## src/rtl/btn_event_arbiter.sv

```systemverilog
// Round-robin arbiter that queues one pending press per button and serialises
// them onto a valid/ready command stream, with an idle lockout after each accept.
module btn_event_arbiter #(
  parameter int N_BTN       = 4,
  parameter int LOCKOUT_CYC = 100,
  localparam int ID_W       = $clog2(N_BTN)
) (
  input  logic             clk,
  input  logic             reset,
  input  logic [N_BTN-1:0] i_btn_pulse,
  input  logic             i_ready,
  input  logic             i_clr_overrun,
  output logic             o_valid,
  output logic [ID_W-1:0]  o_btn_id,
  output logic [N_BTN-1:0] o_pending,
  output logic [N_BTN-1:0] o_overrun
);

  // state   | meaning
  // IDLE    | waiting for a pending press, arbitrates when one exists
  // OFFER   | o_valid high, granted id held until accepted
  // HOLDOFF | lockout gap after an accept, presses still queue
  typedef enum logic [1:0] {IDLE, OFFER, HOLDOFF} state_t;

  localparam int CNT_W = (LOCKOUT_CYC > 0) ? $clog2(LOCKOUT_CYC + 1) : 1;
  localparam logic [CNT_W-1:0] CNT_LAST = CNT_W'((LOCKOUT_CYC > 0) ? LOCKOUT_CYC - 1 : 0);

  state_t             state_q, state_d;
  logic [ID_W-1:0]    last_q, last_d;
  logic [ID_W-1:0]    id_q, id_d;
  logic [CNT_W-1:0]   cnt_q, cnt_d;
  logic [N_BTN-1:0]   pend_q, pend_d;
  logic [N_BTN-1:0]   ovr_q, ovr_d;
  logic [N_BTN-1:0]   clr_mask;
  logic               accept;
  logic               found;
  logic [ID_W-1:0]    grant_id;
  logic [ID_W:0]      sum;

  assign o_valid   = (state_q == OFFER);
  assign o_btn_id  = id_q;
  assign o_pending = pend_q;
  assign o_overrun = ovr_q;
  assign accept    = o_valid & i_ready;
  assign clr_mask  = accept ? (N_BTN'(1) << id_q) : '0;

  // Search starts one past the last grant and wraps, so every button gets a turn.
  always_comb begin
    found    = 1'b0;
    grant_id = '0;
    sum      = '0;
    for (int k = 1; k <= N_BTN; k++) begin
      sum = {1'b0, last_q} + (ID_W + 1)'(k);
      if (sum >= (ID_W + 1)'(N_BTN)) sum = sum - (ID_W + 1)'(N_BTN);
      if (!found && pend_q[sum[ID_W-1:0]]) begin
        found    = 1'b1;
        grant_id = sum[ID_W-1:0];
      end
    end
  end

  always_comb begin
    pend_d = (pend_q & ~clr_mask) | i_btn_pulse;
    ovr_d  = (i_clr_overrun ? '0 : ovr_q) | (i_btn_pulse & pend_q & ~clr_mask);
  end

  always_comb begin
    state_d = state_q;
    last_d  = last_q;
    id_d    = id_q;
    cnt_d   = cnt_q;
    case (state_q)
      IDLE: begin
        if (found) begin
          id_d    = grant_id;
          state_d = OFFER;
        end
      end
      OFFER: begin
        if (accept) begin
          last_d  = id_q;
          state_d = (LOCKOUT_CYC > 0) ? HOLDOFF : IDLE;
        end
      end
      HOLDOFF: begin
        if (cnt_q == CNT_LAST) begin
          cnt_d   = '0;
          state_d = IDLE;
        end else begin
          cnt_d = cnt_q + CNT_W'(1);
        end
      end
      default: state_d = IDLE;
    endcase
  end

  always_ff @(posedge clk) begin
    if (reset) begin
      state_q <= IDLE;
      last_q  <= ID_W'(N_BTN - 1);
      id_q    <= '0;
      cnt_q   <= '0;
      pend_q  <= '0;
      ovr_q   <= '0;
    end else begin
      state_q <= state_d;
      last_q  <= last_d;
      id_q    <= id_d;
      cnt_q   <= cnt_d;
      pend_q  <= pend_d;
      ovr_q   <= ovr_d;
    end
  end

endmodule

```

## config.mk

```make
export PLATFORM = sky130hd
export DESIGN_NAME = btn_event_arbiter
export DESIGN_NICKNAME = d
export VERILOG_FILES = /design/src/rtl/btn_event_arbiter.sv
export SDC_FILE = /design/constraint.sdc
export NUM_CORES = 1
export LEC_CHECK = 0
export CAP_MARGIN = 20
export CORE_UTILIZATION = 53
export DETAILED_ROUTE_END_ITERATION = 16
export GPL_TIMING_DRIVEN = 0
export MAX_ROUTING_LAYER = met4
export PLACE_DENSITY_LB_ADDON = 0.25
export SLEW_MARGIN = 25
export SYNTH_ARGS = -nofsm -noshare
export SYNTH_HDL_FRONTEND = slang
export SYNTH_SLANG_ARGS = --single-unit
```

## constraint.sdc

```tcl
create_clock -name clk -period 2.65 [get_ports clk]
set_input_delay 0.6625 -clock clk [delete_from_list [all_inputs] [get_ports clk]]
set_output_delay 0.6625 -clock clk [all_outputs]
set_load 0.02 [all_outputs]
```

# After elaboration in Yosys (flattened, before gate mapping)
# Cells that the tools add are included.
dict set report op_classes {
  addsub 9
  n_lt_le_gt_ge 8
  n_eq_ne 6
  n_shift 1
  muxes 27
  bitwise 7
  reduce_logical 10
}
# cell n
set op_table {}
lappend op_table {{2-bit 2-to-1 mux} 11}
lappend op_table {{4-bit AND} 3}
lappend op_table {{3-bit greater-or-equal comparator (second input constant)} 4}
lappend op_table {{2-bit by 3-bit < comparator with 1-bit output (second input constant)} 4}
lappend op_table {{1-bit binary-select mux with 2-bit select} 4}
lappend op_table {{1-bit 2-to-1 mux} 8}
lappend op_table {{4-bit 2-to-1 mux} 2}
lappend op_table {{4-bit OR} 2}
lappend op_table {{2-bit by 1-bit subtractor with 2-bit output (second input constant)} 4}
lappend op_table {{7-bit by 1-bit adder with 7-bit output (second input constant)} 1}
lappend op_table {{7-bit == test (second input constant)} 1}
lappend op_table {{7-bit 2-to-1 mux} 1}
lappend op_table {{2-bit by 2-bit adder with 3-bit output (second input constant)} 2}
lappend op_table {{2-bit one-hot mux with 3 select lines} 1}
lappend op_table {{2-bit inequality test (second input constant)} 2}
lappend op_table {{4-bit NOT} 1}
lappend op_table {{2-bit AND reduction} 2}
lappend op_table {{1-bit by 2-bit left shift with 4-bit output (first input constant)} 1}
lappend op_table {{2-bit by 1-bit adder with 3-bit output (second input constant)} 1}
lappend op_table {{2-bit by 3-bit adder with 3-bit output (second input constant)} 1}
lappend op_table {{1-bit logical AND} 3}
lappend op_table {{1-bit zero test} 3}
lappend op_table {{3-bit AND reduction} 1}
lappend op_table {{2-bit by 1-bit == test with 1-bit output (second input constant)} 1}
lappend op_table {{4 further kinds} 4}
dict set report word_totals {
  reg_bits 21
  inputBits 8
  output_inout_bits 11
  wordCells 74
}

# Depth between registers and ports, before layout
# Gate-level depths: netlist of run 1.
dict set report logic_depth {
  word_depth 17
  depth_mapped 5
  ltp_nobuf 5
}

# Worst setup path before layout of run 1
# OpenSTA, ideal clock, no wires.
dict set report synth_path {
  kind {in2reg}
  start {in i_ready}
  end {reg ovr_q[2], in the netlist o_overrun[2]}
  setup_ns 0.128
  arrival_ns 1.506
  required_time_ns 2.522
  setup_slack_ns 1.016
  cell_stages 4
  n_path_buf 0
  path_cell_list {or3b_2 > o21ai_0 > a2bb2oi_1 > nor2_1}
}
dict set report synth_between {
  elab_chain_cells 5
}
# item line_no
set synth_rtl {}
lappend synth_rtl {{from (decl)} 11} ;# input logic i_ready,
lappend synth_rtl {{1-bit AND} 44} ;# assign accept = o_valid & i_ready;
lappend synth_rtl {{4-bit 2-to-1 mux} 45} ;# assign clr_mask = accept ? (N_BTN'(1) << id_q) : '0;
lappend synth_rtl {{4-bit NOT} 64} ;# ovr_d = (i_clr_overrun ? '0 : ovr_q) | (i_btn_pulse & pend_q & ~clr_mask);
lappend synth_rtl {{4-bit AND} 64}
lappend synth_rtl {{4-bit OR} 64}
lappend synth_rtl {{to (signal assigned)} 111} ;# ovr_q <= ovr_d;
lappend synth_rtl {{to (decl)} 33} ;# logic [N_BTN-1:0] ovr_q, ovr_d;
# No other way between the ends.
# A chain may end at the register's enable or synchronous reset.

# Final worst setup path of run 1
dict set report layout_path {
  start {reg state_q[0]}
  end {out o_valid}
}
dict set report layout_between {
  elab_chain_cells 1
}
# item line_no
set layout_rtl {}
lappend layout_rtl {{from (decl)} 28} ;# state_t state_q, state_d;
lappend layout_rtl {{from (signal assigned)} 106} ;# state_q <= state_d;
lappend layout_rtl {{2-bit by 1-bit == test with 1-bit output} 40} ;# assign o_valid = (state_q == OFFER);
lappend layout_rtl {{to (decl)} 13} ;# output logic o_valid,
# No other way between the ends.

==> results.json, run 1 <==
{
  "setup_tns_ns": 0,
  "ant_nets": 0,
  "drt_wl_total_um": 2152,
  "max_stage_delay_ns": 0.61,
  "drt-wirelength-per-cell_um": 12.66,
  "max_slew_margin_pct": 63.65,
  "pwr_density_cell_nw_per_um2": 526.6,
  "synthSimpleGateAreaFrac_pct": 24.75,
  "hp-start": "o_overrun[1]$_SDFF_PP0_",
  "hold_path_end": "o_overrun[1]$_SDFF_PP0_",
  "core-area_um2": 1745,
  "setup_viol_count_final": 0,
  "worstReg2RegEnd": "cnt_q[6]$_SDFFE_PP0N_",
  "first_pass_iters": 4,
  "tightestPinTransition_ns": 0.5380,
  "min_path_type": "register to register",
  "post-route-period-util_pct": 91.15,
  "hold_viol": 0,
  "fmax_ghz": 0.4140,
  "synth_edf_count": 0,
  "h-tree-depth": 1,
  "arrival_ns": 1.75,
  "outcome": "finished clean",
  "pin_count": 19,
  "route.vias.total": 973,
  "yosys_warnings": 0,
  "synth.area.top_cells": "dfxtp_1 (42%), a21oi_1 (6.5%), inv_1 (4.1%)",
  "crit_family": "buffers and inverters",
  "cp_max_fo": 10,
  "fin_nets": 155,
  "fin_ws_ns": 0.2344,
  "grt_start_max_net_pins": 13,
  "leakagePower_nw": 0.4731,
  "fin_crit_ns": 2.416,
  "drv_slew": 0,
  "critPathCaptureType": "output port",
  "critPathBufInv": 3,
  "crit_type": "register to output port",
  "synthArstFlopShare_pct": 0,
  "tritoncts": "built",
  "whs_ns": 0.4725,
  "grt_antenna_before_repair": 0,
  "synth_ff_type": "dfxtp_1",
  "drt_iter0_markers": 21,
  "dieWidth_um": 45.46,
  "post_cts_buffers": 0,
  "rsz0062_at_grt": "false",
  "syn_inst": 123,
  "synth.net_count": 132,
  "cts-resized-gates": 0,
  "seq_area_frac_synth_pct": 42.00,
  "yosys.area.top_type": "dfxtp_1",
  "synthMuxAreaShare_pct": 1.000,
  "cts_root_buf": "clkbuf_4",
  "die_y_um": 45.46,
  "reg2reg_depth": 5,
  "path_cells": "clkbuf_1 -> inv_1 -> nor2_1 -> clkdlybuf4s50_1",
  "yosys.cell_types.count": 37,
  "grt_usage_pct": 24.53,
  "clockBufferDepth": 2,
  "start_kind": "register",
  "drc_errors": 0,
  "clk_latency_ns": 0.30,
  "dieArea_um2": 2067,
  "grt_pass1_wl_um": 3622,
  "ir_drop_mv": 0.4229,
  "drive_above_1_share_pct": 6.207,
  "viasPerCell": 5.724,
  "grt_pass1_vias": 874,
  "synthAdderAreaFrac_pct": 1.250,
  "area_growth_pct": 23.88,
  "whs_path_depth": 2,
  "initial_core_util_pct": 57.35,
  "num_antenna_cells": 0,
  "cts_sinks": 21,
  "power_mw": 0.6530,
  "gp_congestion": 0.8558,
  "synth_compound_area_share_pct": 24.25,
  "syn_area_um2": 1001,
  "reg2reg_from": "cnt_q[0]$_SDFFE_PP0N_",
  "clkTransAtPathRegs_ns": 0.12,
  "port_buffers": 18,
  "dp_hpwl_um": 1609,
  "rows": 15,
  "r2r_setup_slack_ns": 0.98,
  "cpMaxStageDelayCell": "clkdlybuf4s50_1",
  "cts_made_buffers": 3,
  "syn_avg_cell_area_um2": 8.138,
  "ys_ff_latch": 21,
  "synth_xor_area_share_pct": 0,
  "synth_top_family_by_area": "simple AND/OR/NAND/NOR gates",
  "synth_top_area_share_pct": 42.00,
  "max_cap_viol_count": 0,
  "holdBufCountCts": 0,
  "fin_skew_ns": 0.001040,
  "place_worst_setup_slack_ns": 0.4248,
  "grt-ovfl-total": 0,
  "worstPathRequired_ns": 1.99
}
## registers in the layout, summed over array words and instances, names as in the netlist
signal,count
cnt_q,7
state_q,2
last_q,2
o_overrun,4
o_pending,4
o_btn_id,2
## cell type report
type	instances	area (um2)
buffer	5	26.28
clock buffer	3	22.52
clock inverter	1	5.005
fill	156	505.5
inverter	11	41.29
multi-input combinational	86	513.0
sequential	21	420.4
tap	25	31.28
timing repair buffer	18	180.2
## how the worst max path moves through the flow
stage / startpoint / cells after the start / slack, ns / endpoint
2_1_floorplan: i_ready / 4 / 1.02 / o_overrun[2]$_SDFF_PP0_
3_3_place_gp: i_ready / 5 / 0.41 / o_overrun[2]$_SDFF_PP0_
3_5_place_dp: i_ready / 5 / 0.42 / o_overrun[2]$_SDFF_PP0_
4_1_cts: state_q[0]$_SDFFE_PP0P_ / 4 / 0.23 / o_valid
5_1_grt: state_q[0]$_SDFFE_PP0P_ / 4 / 0.09 / o_valid
6_report: state_q[0]$_SDFFE_PP0P_ / 4 / 0.23 / o_valid
## power by group
group | switching (mW) | internal (mW)
sequential | 0.0227 | 0.335
clock | 0.0980 | 0.0562
combinational | 0.0729 | 0.0679
total | 0.194 | 0.459
## worst min-delay path: stages (launching register included)
cell,delay [ns]
dfxtp_1,0.33
nand2_1,0.06
a21oi_1,0.05
## cells in the final DEF, fill, tap and decap left out, drive strengths merged, types with 2 or more instances in the layout
cell            n
o221ai          2
and3            2
and2b           2
nor3            3
clkdlybuf4s50  18
nand3           2
nor2           10
o21ai           7
or4             4
nand2b          3
a21o            2
clkbuf          7
a211o           2
dfxtp          21
o31ai           3
o211ai          3
inv            11
a21oi          13
or3             2
nand2          11
## per-layer routing
layer,share of wire (%),up-vias,global-route usage (%)
met5,0,-,-
met4,0.60,0,8.485
met3,5.0,2,5.556
met2,50,27,37.71
met1,44,458,31.39
li1,-,486,-
## stage by stage
stage	cells	area, um2	utilization [%]
5_1_grt	170	1240	71.04
4_1_cts	170	1240	71.04
3_3_place_gp	166	1212	69.46
2_1_floorplan	123	1001	-
3_5_place_dp	166	1212	69.46
6_report	170	1240	71.04
## cell families after synthesis
logic type / after synthesis
multiplexers: 1
adder cells (fa/ha/maj): 1
AND/OR/NAND/NOR: 46
AO/OA/AOI/OAI: 38
buffers and inverters: 16
flip-flops: 21
## cell usage after synthesis (2+ instances only)
master and count:
dfxtp_1 21, a21oi_1 13, inv_1 11, nand2_1 11, nor2_1 10, o21ai_0 7
clkbuf_1 4, or4_1 4, nand2b_1 3, nor3_1 3, o211ai_1 3, o31ai_1 3
a211o_1 2, a21o_1 2, and3_1 2, nand3_1 2, o221ai_1 2
Note: power is estimated with default switching activity, not from simulation.
==> run 2: changes to the inputs <==
--- a/config.mk
+++ b/config.mk
@@ -7,6 +7,7 @@
 export LEC_CHECK = 0
 export CAP_MARGIN = 20
 export CORE_UTILIZATION = 53
+export CTS_CLUSTER_DIAMETER = 100
 export DETAILED_ROUTE_END_ITERATION = 16
 export GPL_TIMING_DRIVEN = 0
 export MAX_ROUTING_LAYER = met4
==> results of run 2 <==
The final DEF is identical to that of run 1; final timing and power are the same.
